**config.mk**
```make
export PLATFORM = sky130hd
export DESIGN_NAME = control_sequencer
export DESIGN_NICKNAME = d
export VERILOG_FILES = /design/src/rtl/seq_pkg.sv /design/src/rtl/seq_mem_wait.sv /design/src/rtl/control_sequencer.sv
export SDC_FILE = /design/constraint.sdc
export NUM_CORES = 1
export LEC_CHECK = 0
export CAP_MARGIN = 30
export CORE_MARGIN = 3
export CORE_UTILIZATION = 50
export DETAILED_ROUTE_END_ITERATION = 10
export PLACE_DENSITY = 0.81
export SETUP_SLACK_MARGIN = 0.05
export SYNTH_ARGS = -nofsm -noshare
export SYNTH_HDL_FRONTEND = slang
export SYNTH_HIERARCHICAL = 1
export SYNTH_SLANG_ARGS = --single-unit
```
**constraint.sdc**
```tcl
create_clock -name clk -period 4 [get_ports clk]
set_clock_uncertainty 0.15 [all_clocks]
set_input_delay 0.6 -clock clk [delete_from_list [all_inputs] [get_ports clk]]
set_output_delay 0.6 -clock clk [all_outputs]
set_load 0.02 [all_outputs]
```
**src/rtl/seq_pkg.sv**
```systemverilog
// Shared types and encodings for the control sequencer.
// States, opcodes, ALU ops, GPR selects and the strobe bundle.
package seq_pkg;

  typedef enum logic [4:0] {
    ST_IDLE,
    ST_F0,
    ST_F1,
    ST_F2,
    ST_F3,
    ST_D,
    ST_E0,
    ST_E1,
    ST_E2,
    ST_L0,
    ST_L1,
    ST_L2,
    ST_S0,
    ST_S1,
    ST_S2,
    ST_HALT,
    ST_WAIT_STEP
  } state_t;

  localparam logic [3:0] OP_NOP = 4'h0;
  localparam logic [3:0] OP_ADD = 4'h1;
  localparam logic [3:0] OP_SUB = 4'h2;
  localparam logic [3:0] OP_AND = 4'h3;
  localparam logic [3:0] OP_OR  = 4'h4;
  localparam logic [3:0] OP_MOV = 4'h5;
  localparam logic [3:0] OP_LD  = 4'h6;
  localparam logic [3:0] OP_ST  = 4'h7;
  localparam logic [3:0] OP_HLT = 4'hF;

  localparam logic [2:0] ALU_ADD  = 3'b000;
  localparam logic [2:0] ALU_SUB  = 3'b001;
  localparam logic [2:0] ALU_AND  = 3'b010;
  localparam logic [2:0] ALU_OR   = 3'b011;
  localparam logic [2:0] ALU_PASS = 3'b100;
  localparam logic [2:0] ALU_INC  = 3'b101;

  localparam logic [2:0] SEL_ZERO = 3'b000;
  localparam logic [2:0] SEL_PC   = 3'b001;
  localparam logic [2:0] SEL_RD1  = 3'b010;
  localparam logic [2:0] SEL_RD2  = 3'b011;
  localparam logic [2:0] SEL_RS1  = 3'b100;
  localparam logic [2:0] SEL_RS2  = 3'b101;

  typedef struct packed {
    logic       gpr_in;
    logic       gpr_out;
    logic [2:0] gpr_select;
    logic       mar_in;
    logic       mdr_in;
    logic       mdr_out;
    logic       mem_read;
    logic       mem_write;
    logic       alu_a_in;
    logic       alu_b_in;
    logic       alu_out;
    logic [2:0] alu_op;
  } strobe_t;

  function automatic logic is_mem_state(state_t s);
    return (s == ST_F2) || (s == ST_L1) || (s == ST_S2);
  endfunction

endpackage

```
**src/rtl/seq_mem_wait.sv**
```systemverilog
// Memory handshake wait counter shared by F2, L1 and S2.
// Flags done on mem_ready, timeout when the limit is hit without it.
module seq_mem_wait
  import seq_pkg::*;
#(
  parameter int unsigned MEM_WAIT_MAX = 15
) (
  input  logic clk,
  input  logic reset,
  input  logic start,
  input  logic busy,
  input  logic mem_ready,
  output logic done,
  output logic timeout
);

  localparam int unsigned CW = $clog2(MEM_WAIT_MAX + 1);
  localparam logic [CW-1:0] LAST = CW'(MEM_WAIT_MAX - 1);

  logic [CW-1:0] cnt;

  always_ff @(posedge clk or negedge reset) begin
    if (!reset) begin
      cnt <= '0;
    end else if (start) begin
      cnt <= '0;
    end else if (busy && !mem_ready) begin
      cnt <= cnt + CW'(1);
    end
  end

  // ready on the limit cycle still wins over the timeout
  assign done    = busy && mem_ready;
  assign timeout = busy && !mem_ready && (cnt == LAST);

endmodule

```
**src/rtl/control_sequencer.sv**
```systemverilog
// Fetch/decode/execute sequencer driving the GPR file and bus strobes.
// Define SINGLE_STEP_EN to add the step input and WAIT_STEP gating.
module control_sequencer
  import seq_pkg::*;
#(
  parameter int unsigned MEM_WAIT_MAX = 15,
  parameter int unsigned INSTR_CNT_W  = 16
) (
  input  logic                   clk,
  input  logic                   reset,
  input  logic [15:0]            DATA,
  input  logic                   mem_ready,
`ifdef SINGLE_STEP_EN
  input  logic                   step,
`endif
  output logic                   GPR_in,
  output logic                   GPR_out,
  output logic [2:0]             GPR_select,
  output logic [2:0]             Rd_1,
  output logic [2:0]             Rd_2,
  output logic [2:0]             Rs_1,
  output logic [2:0]             Rs_2,
  output logic                   MAR_in,
  output logic                   MDR_in,
  output logic                   MDR_out,
  output logic                   MEM_read,
  output logic                   MEM_write,
  output logic                   ALU_A_in,
  output logic                   ALU_B_in,
  output logic                   ALU_out,
  output logic [2:0]             ALU_op,
  output logic                   halted,
  output logic                   fault,
  output logic [INSTR_CNT_W-1:0] instr_count
);

`ifdef SINGLE_STEP_EN
  localparam state_t RESUME = ST_WAIT_STEP;
`else
  localparam state_t RESUME = ST_F0;
`endif

  state_t      state;
  state_t      state_nxt;
  logic [15:0] ir;
  logic [3:0]  opcode;
  logic        busy;
  logic        start;
  logic        done;
  logic        timeout;
  logic        retire;
  strobe_t     stb;

  assign opcode = ir[15:12];
  assign Rd_1   = ir[11:9];
  assign Rs_1   = ir[8:6];
  assign Rs_2   = ir[5:3];
  assign Rd_2   = ir[2:0];

  assign busy  = is_mem_state(state);
  assign start = is_mem_state(state_nxt) && (state_nxt != state);

  assign retire = (state == ST_D || state == ST_E2 ||
                   state == ST_L2 || state == ST_S2) &&
                  (state_nxt == RESUME);

  seq_mem_wait #(
    .MEM_WAIT_MAX(MEM_WAIT_MAX)
  ) u_mem_wait (
    .clk      (clk),
    .reset    (reset),
    .start    (start),
    .busy     (busy),
    .mem_ready(mem_ready),
    .done     (done),
    .timeout  (timeout)
  );

  always_ff @(posedge clk or negedge reset) begin
    if (!reset) begin
      state <= ST_IDLE;
    end else begin
      state <= state_nxt;
    end
  end

  always_ff @(posedge clk or negedge reset) begin
    if (!reset) begin
      ir          <= '0;
      instr_count <= '0;
      fault       <= 1'b0;
    end else begin
      if (state == ST_F3) ir <= DATA;
      if (retire) instr_count <= instr_count + INSTR_CNT_W'(1);
      if (timeout) fault <= 1'b1;
    end
  end

  always_comb begin
    state_nxt = state;
    unique case (state)
      ST_IDLE: state_nxt = RESUME;
      ST_F0:   state_nxt = ST_F1;
      ST_F1:   state_nxt = ST_F2;
      ST_F2: begin
        if (done)         state_nxt = ST_F3;
        else if (timeout) state_nxt = ST_HALT;
      end
      ST_F3:   state_nxt = ST_D;
      ST_D: begin
        case (opcode)
          OP_ADD, OP_SUB, OP_AND,
          OP_OR, OP_MOV: state_nxt = ST_E0;
          OP_LD:         state_nxt = ST_L0;
          OP_ST:         state_nxt = ST_S0;
          OP_HLT:        state_nxt = ST_HALT;
          default:       state_nxt = RESUME;
        endcase
      end
      ST_E0:   state_nxt = (opcode == OP_MOV) ? ST_E2 : ST_E1;
      ST_E1:   state_nxt = ST_E2;
      ST_E2:   state_nxt = RESUME;
      ST_L0:   state_nxt = ST_L1;
      ST_L1: begin
        if (done)         state_nxt = ST_L2;
        else if (timeout) state_nxt = ST_HALT;
      end
      ST_L2:   state_nxt = RESUME;
      ST_S0:   state_nxt = ST_S1;
      ST_S1:   state_nxt = ST_S2;
      ST_S2: begin
        if (done)         state_nxt = RESUME;
        else if (timeout) state_nxt = ST_HALT;
      end
      ST_HALT: state_nxt = ST_HALT;
`ifdef SINGLE_STEP_EN
      ST_WAIT_STEP: state_nxt = step ? ST_F0 : ST_WAIT_STEP;
`else
      ST_WAIT_STEP: state_nxt = ST_F0;
`endif
      default: state_nxt = ST_IDLE;
    endcase
  end

  always_comb begin
    stb = '0;
    unique case (state)
      ST_F0: begin
        stb.gpr_select = SEL_PC;
        stb.gpr_out    = 1'b1;
        stb.mar_in     = 1'b1;
        stb.alu_a_in   = 1'b1;
      end
      ST_F1: begin
        stb.alu_op     = ALU_INC;
        stb.alu_out    = 1'b1;
        stb.gpr_select = SEL_PC;
        stb.gpr_in     = 1'b1;
      end
      ST_F2, ST_L1: stb.mem_read = 1'b1;
      ST_F3:        stb.mdr_out  = 1'b1;
      ST_E0: begin
        stb.gpr_select = SEL_RS1;
        stb.gpr_out    = 1'b1;
        stb.alu_a_in   = 1'b1;
      end
      ST_E1: begin
        stb.gpr_select = SEL_RS2;
        stb.gpr_out    = 1'b1;
        stb.alu_b_in   = 1'b1;
      end
      ST_E2: begin
        stb.alu_out    = 1'b1;
        stb.gpr_select = SEL_RD1;
        stb.gpr_in     = 1'b1;
        // ADD..OR map onto ALU codes 000..011
        stb.alu_op     = (opcode == OP_MOV) ?
                         ALU_PASS : 3'(opcode - 4'd1);
      end
      ST_L0, ST_S0: begin
        stb.gpr_select = SEL_RS1;
        stb.gpr_out    = 1'b1;
        stb.mar_in     = 1'b1;
      end
      ST_L2: begin
        stb.mdr_out    = 1'b1;
        stb.gpr_select = SEL_RD1;
        stb.gpr_in     = 1'b1;
      end
      ST_S1: begin
        stb.gpr_select = SEL_RS2;
        stb.gpr_out    = 1'b1;
        stb.mdr_in     = 1'b1;
      end
      ST_S2:   stb.mem_write = 1'b1;
      default: stb = '0;
    endcase
  end

  assign GPR_in     = stb.gpr_in;
  assign GPR_out    = stb.gpr_out;
  assign GPR_select = stb.gpr_select;
  assign MAR_in     = stb.mar_in;
  assign MDR_in     = stb.mdr_in;
  assign MDR_out    = stb.mdr_out;
  assign MEM_read   = stb.mem_read;
  assign MEM_write  = stb.mem_write;
  assign ALU_A_in   = stb.alu_a_in;
  assign ALU_B_in   = stb.alu_b_in;
  assign ALU_out    = stb.alu_out;
  assign ALU_op     = stb.alu_op;
  assign halted     = (state == ST_HALT);

endmodule

```
Word level (Yosys, flattened, before mapping)
Memories as Yosys holds them, arrays and structs flattened. Cells that the tools add are included.

Register bits: 42. Bits in read-only memories: 64. Input bits: 19. Output and inout bits: 46. Logic and storage cells: 78. Memories kept: 1.

$add $sub $neg: 3. Eq/ne operators: 23. Muxes and demuxes: 20. Reduce and logical (&&, ||, !) cells: 26.

Memories: (no name shown) (words 16, width 4, read ports 1, clocked after Yosys merged registers in 0, write ports 0, RTL line control_sequencer.sv:111) `case (opcode)`.

Operators with widths (number): 5-bit one-hot mux with 14 select lines (1); 5-bit by 4-bit == test with 1-bit output, second input constant (10); 5-bit by 3-bit == test with 1-bit output, second input constant (4); 5-bit 2-to-1 mux (4); 16-bit by 1-bit adder with 16-bit output, second input constant (1); 5-bit by 2-bit == test with 1-bit output, second input constant (3); 4-bit 2-to-1 mux (3); 3-bit one-hot mux with 4 select lines (1); 2-bit OR reduction (6); 5-bit by 1-bit == test with 1-bit output, second input constant (2); 1-bit 2-to-1 mux (9); 3-bit OR reduction (3); 4-bit one-hot mux with 2 select lines (1); 1-bit logical OR (7); 6-bit OR reduction (1); 5-bit == test, second input constant (1); 1-bit logical AND (5); 5-bit logical NOT (1); 5-bit != test (1); 4-bit by 1-bit adder with 4-bit output, second input constant (1); 4-bit by 3-bit == test with 1-bit output, second input constant (1); 4-bit == test, second input constant (1); 4-bit OR reduction (1); 3-bit 2-to-1 mux (1); other kinds (3) (3).

Depth between registers and ports, before layout
Word-level depth: 13. Gate-level depth with buffers: 15. Depth with buffers taken out: 13.

Modules after synthesis
Netlist, hierarchy kept.

By module, submodules not included: control_sequencer (times used 1, cells each 246, area each 2371.0 um2, sequential area each 950.9 um2); seq_mem_wait (times used 1, cells each 22, area each 245.2 um2, sequential area each 100.1 um2).

Least setup slack after synthesis
No wires, ideal clock.

Kind: reg2reg. Start point: register state[2]. End point: register u_mem_wait.cnt[3]. Library setup time: 0.125 ns. Data arrival time: 3.033 ns. Data required time: 3.725 ns. Setup slack: 0.692 ns. Stages on the path, launching flop included: 12. Buffers on the path: 0. Clock period less this slack: 3.308 ns. Cell sequence: dfrtp_1 > or3b_2 > a21oi_1 > nor2b_4 > and4_1 > nor2_1 > o41ai_1 > a211oi_1 > nor2_1 > o21a_1 > nor2_1 > mux2_4.

Word-level cells in the longest chain between the ends: 13. Elaborated cells on any way between the ends: 37. Those cells by class: eq/ne (20); mux (6); reduce/logical (11).

Ends and longest elaborated chain: from (decl) (RTL line control_sequencer.sv:43) `state_t state;`; from (signal assigned) (RTL line control_sequencer.sv:83) `state <= state_nxt;`; 5-bit by 2-bit == test with 1-bit output / 5-bit by 4-bit == test with 1-bit output (equally long branches) (RTL line seq_pkg.sv:65) `return (s == ST_F2) || (s == ST_L1) || (s == ST_S2);`; 1-bit logical OR (RTL line seq_pkg.sv:65); 1-bit logical OR * (RTL line seq_pkg.sv:65); named net busy (RTL line control_sequencer.sv:47) `logic busy;`; 1-bit logical AND * (2 in a row) (RTL line seq_mem_wait.sv:34) `assign timeout = busy && !mem_ready && (cnt == LAST);`; named net timeout (RTL line control_sequencer.sv:50) `logic timeout;`; 5-bit 2-to-1 mux * (RTL line control_sequencer.sv:107, control_sequencer.sv:126, control_sequencer.sv:133); 5-bit 2-to-1 mux (on tied branches) (RTL line control_sequencer.sv:132, control_sequencer.sv:106, control_sequencer.sv:125); 5-bit one-hot mux with 14 select lines * (RTL line control_sequencer.sv:101) `unique case (state)`; named net state_nxt[2] (RTL line control_sequencer.sv:44) `state_t state_nxt;`; 5-bit by 2-bit == test with 1-bit output / 5-bit by 4-bit == test with 1-bit output (equally long branches) (RTL line seq_pkg.sv:65); 1-bit logical OR (2 in a row) (RTL line seq_pkg.sv:65); 1-bit logical AND * (RTL line control_sequencer.sv:61) `assign start = is_mem_state(state_nxt) && (state_nxt != state);`; named net start (RTL line control_sequencer.sv:48) `logic start;`; 4-bit 2-to-1 mux / 2-bit nonzero test (equally long branches); to (signal assigned) (RTL line seq_mem_wait.sv:28) `cnt <= cnt + CW'(1);`; to (decl) (RTL line seq_mem_wait.sv:20) `logic [CW-1:0] cnt;`.

Mark *: on every way through the listed nets, which the timed path passes. The rest lies on a longest branch. A chain may end at the register's enable or synchronous reset.

Worst setup path in the final report
Start point: register state[3]. End point: register u_mem_wait.cnt[3].

Same word-level chain as after synthesis.

==> flow_metrics.env <==
export IMPL_status="completed"
export IMPL_async_flop_share=1.00
export IMPL_grt_max_degree=43
export IMPL_ys_flop_type="dfrtp_1"
export IMPL_hold_path_class="input pin to async pin"
export IMPL_synth_top_area_frac=0.402
export IMPL_fin_area_mm2=0.00335
export IMPL_crit_path_frequent_cell="nor2_1"
export IMPL_synth_seq_cells=42
export IMPL_final_common_cell="clkdlybuf4s50_1"
export IMPL_postCtsSetupBuffers=0
export IMPL_period_minus_slack_ps=3690
export IMPL_slew_viol_final=0
export IMPL_cp_startpoint="state[3]"
export IMPL_clock_tree_htree_level_count=2
export IMPL_postPlaceCellArea_mm2=0.00322
export IMPL_cts_sinks=42
export IMPL_place_ws_ps=377
export IMPL_n_fill_cell=405
export IMPL_nets=347
export IMPL_crit_slowest_cell="o41ai_1"
export IMPL_maxCapViolations=0
export IMPL_core_mm2=0.00488
export IMPL_drc=0
export IMPL_maxSlewHeadroom=0.263
export IMPL_synth_area_leader_cell="dfrtp_1"
export IMPL_antenna_found_initial=0
export IMPL_diodes=0
export IMPL_ys_seq_area_frac=0.402
export IMPL_yosys_cell_types_count=60
export IMPL_setup_ws_ps=311
export IMPL_yosysWarnings=6
export IMPL_via_count=2108
export IMPL_clk_latency_ps=290
export IMPL_rsz0062_at_grt="no"
export IMPL_cts_root_buf="clkbuf_8"
export IMPL_tightest_slew_ps=1090
export IMPL_startpoint_type="register"
export IMPL_fmaxAchievable_ghz=0.271
export IMPL_clockBufferDepth=2
export IMPL_clk_pin_slew_ps=80
export IMPL_start_util=0.536
export IMPL_detail_route_wirelength_mm=5.56
export IMPL_cts_buffers=5
export IMPL_rows=25
export IMPL_path_cells="or3b_2 > a21oi_1 > nor2b_4 > and4_1 > nor2_1 > o41ai_1 > a211oi_1 > nor2_1 > o21a_1 > nor2_1 > mux2_4"
export IMPL_detail_route_wl_per_cell_um=14.3
export IMPL_drive_gt1_frac=0.143
export IMPL_die_h_um=78.3
export IMPL_cts_hold_buf=0
export IMPL_crit_fanout=5
export IMPL_slowest_delay_ps=870
export IMPL_syn_avg_cell_area_um2=9.76
export IMPL_synth_area_leaders="dfrtp_1, mux2_2, xnor2_1"
export IMPL_numPortBuffers=64
export IMPL_drt_pass1_iter_count=4
export IMPL_pwr_density_cell_mw_per_mm2=481
export IMPL_rr_worst_depth=11
export IMPL_grt_total_usage=0.192
export IMPL_setup_violations=0
export IMPL_synth_edf_count=0
export IMPL_cp_data_required_time_ps=4030
export IMPL_fin_crit_sh=0.922
export IMPL_grt_overflow_total=0
export IMPL_grt_pass1_vias=2101
export IMPL_ios=65
export IMPL_fin_tns_setup_ps=0
export IMPL_areaGrowthSynthToFinish_pct=28.0
export IMPL_arrival_ps=3720
export IMPL_die_area_mm2=0.00614
export IMPL_routabilityCongestion=0.952
export IMPL_netlist_instances=268
export IMPL_fin_total_pwr_mw=1.61
export IMPL_r2r_start="state[3]"
export IMPL_worst_r2r_setup_slack_ps=310
export IMPL_ant_nets=0
export IMPL_utilization=0.686
export IMPL_grt_pass1_wl_mm=9.53
export IMPL_p_leak_nw=1.42
export IMPL_via_per_inst=5.43
export IMPL_syn_area_mm2=0.00262
export IMPL_cts_tree="done"
export IMPL_vdd_drop_max_v=0.000294
export IMPL_cp_end_kind="register"
export IMPL_path_class="register to register"
export IMPL_syn_num_nets=294
export IMPL_layout_common_cells="clkdlybuf4s50_1, dfrtp_1, nor2_1"
export IMPL_post_dp_hpwl_mm=4.07
export IMPL_cts_repair_resized=0
export IMPL_hold_viol=0
export IMPL_die_w_um=78.3
export IMPL_drt_iter0_markers=128
[worst max-delay path: cells and delay by family (launching register included)]
family / cells / cell delay, ps
AO/OA/AOI/OAI: 4 / 1500
flip-flops: 1 / 380
multiplexers: 1 / 260
AND/OR/NAND/NOR: 6 / 1300
[state kept, by name (all words and copies together), names as in the netlist]
| signal | cells |
|---|---|
| u_mem_wait/cnt | 4 |
| state | 5 |
| fault | 1 |
| instr_count | 16 |
| ir | 16 |
[cell usage after synthesis, types with 2 or more instances]
cell / number
o21bai_1: 2
mux2_2: 17
clkbuf_1: 4
o21a_1: 2
inv_1: 6
nor3_1: 5
o31ai_1: 3
nand2_1: 18
nand2b_1: 6
nand3_1: 9
a211oi_1: 3
buf_2: 4
nor2_1: 26
or3_1: 4
ha_1: 7
buf_6: 3
o21ai_0: 8
dfrtp_1: 42
buf_1: 2
nor2b_1: 6
buf_4: 13
and3_1: 3
nand4_1: 5
a221oi_1: 2
a21o_1: 2
xnor2_1: 16
a221o_1: 2
a21oi_1: 6
or2_2: 3
xor2_1: 4
and2_1: 5
and4_1: 2
[area by class of cell]
| type | instances | area [µm²] | area share |
|---|---|---|---|
| Sequential cell | 42 | 1050 | 0.314 |
| Multi-Input combinational cell | 192 | 1360 | 0.406 |
| Clock buffer | 6 | 82.6 | 0.0247 |
| Inverter | 7 | 26.3 | 0.00784 |
| Clock inverter | 1 | 30.0 | 0.00897 |
| Tap cell | 67 | 83.8 | 0.0250 |
| Timing Repair Buffer | 73 | 716 | 0.214 |
[logic make-up (layout without fill, tap and decap cells)]
group	count (synthesis)	in the layout	share of synthesized area
buffers and inverters	34	87	0.0784
other	1	1	0.00143
DFF	42	42	0.402
AOI/OAI and AO/OA	40	40	0.110
muxes	19	19	0.0827
adders and majority gates	7	7	0.0335
and+or+nand+nor	105	105	0.225
xor gates and xnor gates	20	20	0.0670
[path summary, 6_finish.rpt]
| check | endpoint |
|---|---|
| max | u_mem_wait/cnt[3] |
| min | ir[4] |
| max reg2reg | u_mem_wait/cnt[3] |
| min reg2reg | fault |
| max in group asynchronous | instr_count[7] |
| min in group clk | fault |
[report_power, final]
part           total [mW]  internal, mW  switching, mW
combinational       0.712         0.337          0.374
clock               0.337         0.200          0.137
sequential          0.561         0.502         0.0588
[per-layer routing]
metal,up-vias,part of all wire,track usage
met5,-,0,0
met4,0,0.014,0.0594
met3,10,0.060,0.0447
met2,66,0.47,0.312
met1,1003,0.46,0.254
li1,1029,-,-
[metrics by stage]
step,hold WS [ps],std cells
final,36.7,388
after global routing,34.8,388
after CTS,326,387
after detailed placement,311,380
after global placement,325,380
after floorplan,154,268
No activity file was read; power rests on OpenSTA's default activity.
==> edit 1, RTL diff (same flow settings) <==
`MEM_WAIT_MAX` is set to 15 in 2 places; all go to 14.
--- a/src/rtl/seq_mem_wait.sv
+++ b/src/rtl/seq_mem_wait.sv
@@ -3,7 +3,7 @@
 module seq_mem_wait
   import seq_pkg::*;
 #(
-  parameter int unsigned MEM_WAIT_MAX = 15
+  parameter int unsigned MEM_WAIT_MAX = 14
 ) (
   input  logic clk,
   input  logic reset,
--- a/src/rtl/control_sequencer.sv
+++ b/src/rtl/control_sequencer.sv
@@ -3,7 +3,7 @@
 module control_sequencer
   import seq_pkg::*;
 #(
-  parameter int unsigned MEM_WAIT_MAX = 15,
+  parameter int unsigned MEM_WAIT_MAX = 14,
   parameter int unsigned INSTR_CNT_W  = 16
 ) (
   input  logic                   clk,
Function: same outputs for any inputs over 10 cycles, from zero or initial values and one cycle with reset low; that may be too few to reach the edited logic, so the function may still have changed.
==> edit 1 against the unedited design <==
Clock power fell by 6.8%; combinational power fell by 3.9%; power fell by 1.5%; wire length rose by 1.2%; worst setup slack improved by 240 ps; area after synthesis fell by 0.24%; sequential share of layout area rose by 0.30 points; final area fell by 0.93%; first-iteration DRC count rose by 25%; sequential cell count did not move.
==> edit 1: results (changes against the unedited design) <==
----------------------------------------------------
[Synthesis]
  Count of warnings emitted by yosys ... 6 (unchanged)
  Post-synth top cells ... 42 x dfrtp_1, 26 x nor2_1, 18 x nand2_1
  Total nets after synthesis ... 293 (-0.34%)
  Sequential-to-total area share from yosys stat ... 40.3% (+0.096 points)
  Ranking of synthesized cells by area ... dfrtp_1 40%, mux2_2 7.3%, xnor2_1 5.4%
  Count of distinct cell types in the synthesized netlist ... 59 (-1.7%)

[Status]
  Run status ... completed

[Worst setup path]
  Worst setup path category ... reg2reg
  Maximum fanout along the worst path ... 16 (+11)
  Reg-to-reg slack, setup ... 550 ps (+240 ps)
  Worst reg2reg path endpoint ... instr_count[1]
  Largest stage delay, worst path ... 480 ps (-390 ps)
  Largest delay share family, worst path ... simple AND/OR/NAND/NOR gates
  Data arrival time of the worst path ... 3480 ps (-240 ps)
  Master of the slowest instance on the critical path ... or3b_2
  Number of cells on the worst reg-to-reg path ... 11 (unchanged)

[Clock tree]
  Buffers inserted during post-CTS setup optimization ... 0 (unchanged)
  Number of H-tree levels ... 2 (unchanged)
  Post-CTS clock slew at the launch and capture registers of the worst setup and hold paths ... 80 ps (about the same)
  Largest buffer count on any clock path ... 2 (unchanged)
  Number of instances resized during post-cts repair ... 0 (unchanged)

[STA]
  Sum Neg Setup Slack ... 0 ps (unchanged)
  Least-Margin Pin Slew ... 912 ps (-180 ps)

[Placed design]
  Final RePlAce weighted congestion ... 0.915 (-3.9%)
  Port bufs ... 64 (unchanged)
  Placed wire-length estimate after detailed placement ... 4.07 mm (about the same)

[Pwr]
  Static power due to leakage ... 0.00139 uW (-1.6%)
  Cell internal pwr ... 1010 uW (-3.0%)
  Max VDD drop ... 290 uV (-1.4%)

[GRT]
  Maximum number of pins on one net before global-route repair ... 43 (unchanged)
  Global-route wire length before repair ... 9.60 mm (+0.72%)
  Global-route usage over all layers ... 19.3% (+0.16 points)

[Detailed routing]
  Wirelength per Cell ... 14.5 um (+1.4%)
  Iteration count of the initial detailed-routing pass ... 4 (unchanged)
  First DRT Iteration DRCs ... 160 (+25%)
  Detailed-route via count ... 2126 (+0.85%)

[Finish]
  Net count reported at finish ... 345 (-0.58%)
  Fraction of layout cells with a size suffix above 1 ... 14.4% (+0.045 points)

----------------------------------------------------
## edit 1: cell types whose count changed after synthesis
cell / change
inv_1: -1
a211oi_1: +1
mux2i_1: -1
## edit 1: worst min path at each step
stage,end,slack (ps),cells after the start
2_1_floorplan,fault,150,0
3_3_place_gp,fault,320,1
3_5_place_dp,fault,320,1
4_1_cts,ir[1],310,1
5_1_grt,ir[1],340,1
6_report,ir[1],280,1
## edit 1: cell families after synthesis
family          Yosys count  synth area share, %
simple gates            105                 22.5
flops                    42                 40.3
mux                      18                 7.91
other cells               1                0.144
compound gates           41                 11.4
xor+xnor                 20                 6.71
fa+ha+maj                 7                 3.36
buf+inv                  33                 7.72
## edit 1: per-stage QoR
stage | cells | hold slack [ps] | area (sq um) | setup WS, ps
2_1_floorplan | 267 | 154 | 2610 | 690
3_3_place_gp | 378 | 324 | 3200 | 523
3_5_place_dp | 378 | 319 | 3200 | 382
4_1_cts | 386 | 313 | 3310 | 334
5_1_grt | 387 | 341 | 3320 | 345
6_report | 387 | 282 | 3320 | 554
## edit 1: final cells by class
type                    instances  area [sq um]
well taps                      67          83.8
flip-flops and latches         42          1050
fillers                       403          1560
clock buffers                   8           110
repair buffers                 72           693
inverters                       6          22.5
multi-input cells             192          1360
## edit 1: power by group through the flow
stage / Sequential [uW] / Combinational [uW] / Clock, uW
after detailed placement: 594 / 682 / 0
after global routing: 600 / 749 / 339
after floorplan: 564 / 535 / 0
after CTS: 586 / 686 / 323
final: 587 / 684 / 314
after global placement: 588 / 670 / 0
## edit 1: routing by layer
layer	track usage, %	part of all wire [%]	up-vias
met5	0	0	-
met4	6.29	1.7	0
met3	4.24	6.1	11
met2	32.0	47	78
met1	25.1	45	1012
li1	-	-	1025
==> edit 2, RTL diff (same settings) <==
Without the edit above. Put one more register stage on the output `instr_count`, with the module's reset. The value now appears one clock later. The other outputs are not delayed to match.
--- a/src/rtl/control_sequencer.sv
+++ b/src/rtl/control_sequencer.sv
@@ -34,6 +34,8 @@
   output logic [INSTR_CNT_W-1:0] instr_count
 );
 
+  logic [INSTR_CNT_W-1:0] instr_count_s0;
+
 `ifdef SINGLE_STEP_EN
   localparam state_t RESUME = ST_WAIT_STEP;
 `else
@@ -87,11 +89,11 @@
   always_ff @(posedge clk or negedge reset) begin
     if (!reset) begin
       ir          <= '0;
-      instr_count <= '0;
+      instr_count_s0 <= '0;
       fault       <= 1'b0;
     end else begin
       if (state == ST_F3) ir <= DATA;
-      if (retire) instr_count <= instr_count + INSTR_CNT_W'(1);
+      if (retire) instr_count_s0 <= instr_count_s0 + INSTR_CNT_W'(1);
       if (timeout) fault <= 1'b1;
     end
   end
@@ -211,5 +213,13 @@
   assign ALU_op     = stb.alu_op;
   assign halted     = (state == ST_HALT);
 
+  always_ff @(posedge clk or negedge reset) begin
+    if (!reset) begin
+      instr_count <= '0;
+    end else begin
+      instr_count <= instr_count_s0;
+    end
+  end
+
 endmodule
 
Check against the original RTL: not equivalent (a bounded check fails within 10 cycles, from zero or initial values and one cycle with reset low).
==> edit 2 against the unedited design <==
Hold slack better by 170 ps; sequential cell count is 16 higher; die area is 20% higher; power is 31% higher; worst setup slack better by 310 ps; combinational power is 13% higher; critical endpoint unchanged; cell count is 12% higher; non-clock buffer count is 2 lower; largest cell class unchanged; area after synthesis is 22% higher; final area is 19% higher; critical path type unchanged; wire length is 21% higher.
==> edit 2: results (changes against the unedited design) <==
----------------------------------------------------
[Status]
  Run status ... completed

[Worst setup path]
  Largest delay share family, worst path ... simple AND/OR/NAND/NOR gates
  Launch point of the worst reg-to-reg path ... state[0]
  CP Depth ... 14 (+3)
  Master of the slowest instance on the critical path ... dfrtp_1
  Largest stage delay, worst path ... 370 ps (-500 ps)
  Reg-to-reg slack, setup ... 620 ps (+310 ps)
  Data arrival time of the worst path ... 3440 ps (-280 ps)

[Pwr]
  Static power due to leakage ... 0.00173 uW (+22%)
  Net switching fraction of the power ... 34.8% (-0.64 points)
  Max VDD drop ... 382 uV (+30%)
  Power Combinational ... 803 uW (+13%)
  Power consumed by sequential cells ... 712 uW (+27%)
  Sw power ... 733 uW (+28%)

[Placed design]
  Final RePlAce weighted congestion ... 0.848 (-11%)
  Placed instance area ... 3770 sq um (+17%)
  Cells after DPL ... 418 (+10%)

[Detailed routing]
  Met3 Routed Length ... 394 um (+18%)
  Routed met1 length ... 3.06 mm (+21%)
  Wirelength per Cell ... 15.5 um (+8.4%)
  First DRT Iteration DRCs ... 208 (+63%)
  DR WL met2 ... 3.15 mm (+21%)

[GRT]
  Global-route usage over all layers ... 19.1% (-0.066 points)
  Maximum number of pins on one net before global-route repair ... 35 (-19%)
  Vias in the first global route ... 2234 (+6.3%)
  Met2 demand-to-capacity share in global routing ... 28.6% (-2.6 points)
  Global-route met1 utilization ... 26.5% (+1.1 points)

[Finish]
  Number of filler cells placed in the layout ... 475 (+17%)
  Net count reported at finish ... 380 (+9.5%)
  Final std cells w/o fill ... 434 (+12%)

[STA]
  Relative max-transition margin ... 42.6% (+16 points)
  Period minus WS final ... 3380 ps (-311 ps)
  Hold WS ... 202 ps (+166 ps)

[Synthesis]
  Post-synth top cells ... 58 x dfrtp_1, 21 x nor2_1, 18 x mux2_2
  Post-synthesis compound-gate area fraction ... 8.97% (-2.1 points)
  Total nets after synthesis ... 324 (+10%)
  Sequential-to-total area share from yosys stat ... 45.5% (+5.3 points)
  Ranking of synthesized cells by area ... dfrtp_1 45%, mux2_2 6.3%, xnor2_1 3.3%
  Portion of netlist area occupied by mux cells ... 7.45% (-0.83 points)
  Count of distinct cell types in the synthesized netlist ... 65 (+8.3%)
  Post-Synth XOR/XNOR Area ... 5.49% (-1.2 points)

[Clock tree]
  Number of H-tree levels ... 3 (+1)
  Insertion delay of the later-clocked pin in the worst-skew pair ... 330 ps (+40 ps)

----------------------------------------------------
-- edit 2: changes by cell type after synthesis, sizes merged, moves of 5 or more --
cell and delta:
a21oi +6, nor3 +7, clkbuf +6, buf -8, dfrtp +16, nor2 -5
-- edit 2: final cells by class --
cell class | instances | area (sq um) | area share [%]
Timing Repair Buffer | 71 | 688 | 17.3
Multi-Input combinational cell | 206 | 1510 | 37.8
Clock buffer | 11 | 141 | 3.54
Sequential cell | 58 | 1450 | 36.4
Tap cell | 75 | 93.8 | 2.35
Inverter | 8 | 30.0 | 0.753
Clock inverter | 5 | 77.6 | 1.94
-- edit 2: cells by family (layout without fill, tap and decap cells) --
family,after synthesis,count (layout)
other,1,1
and+or+nand+nor,117,117
xor gates and xnor gates,20,20
muxes,21,21
adders and majority gates,7,7
AOI/OAI and AO/OA,40,40
buffers and inverters,34,95
DFF,58,58
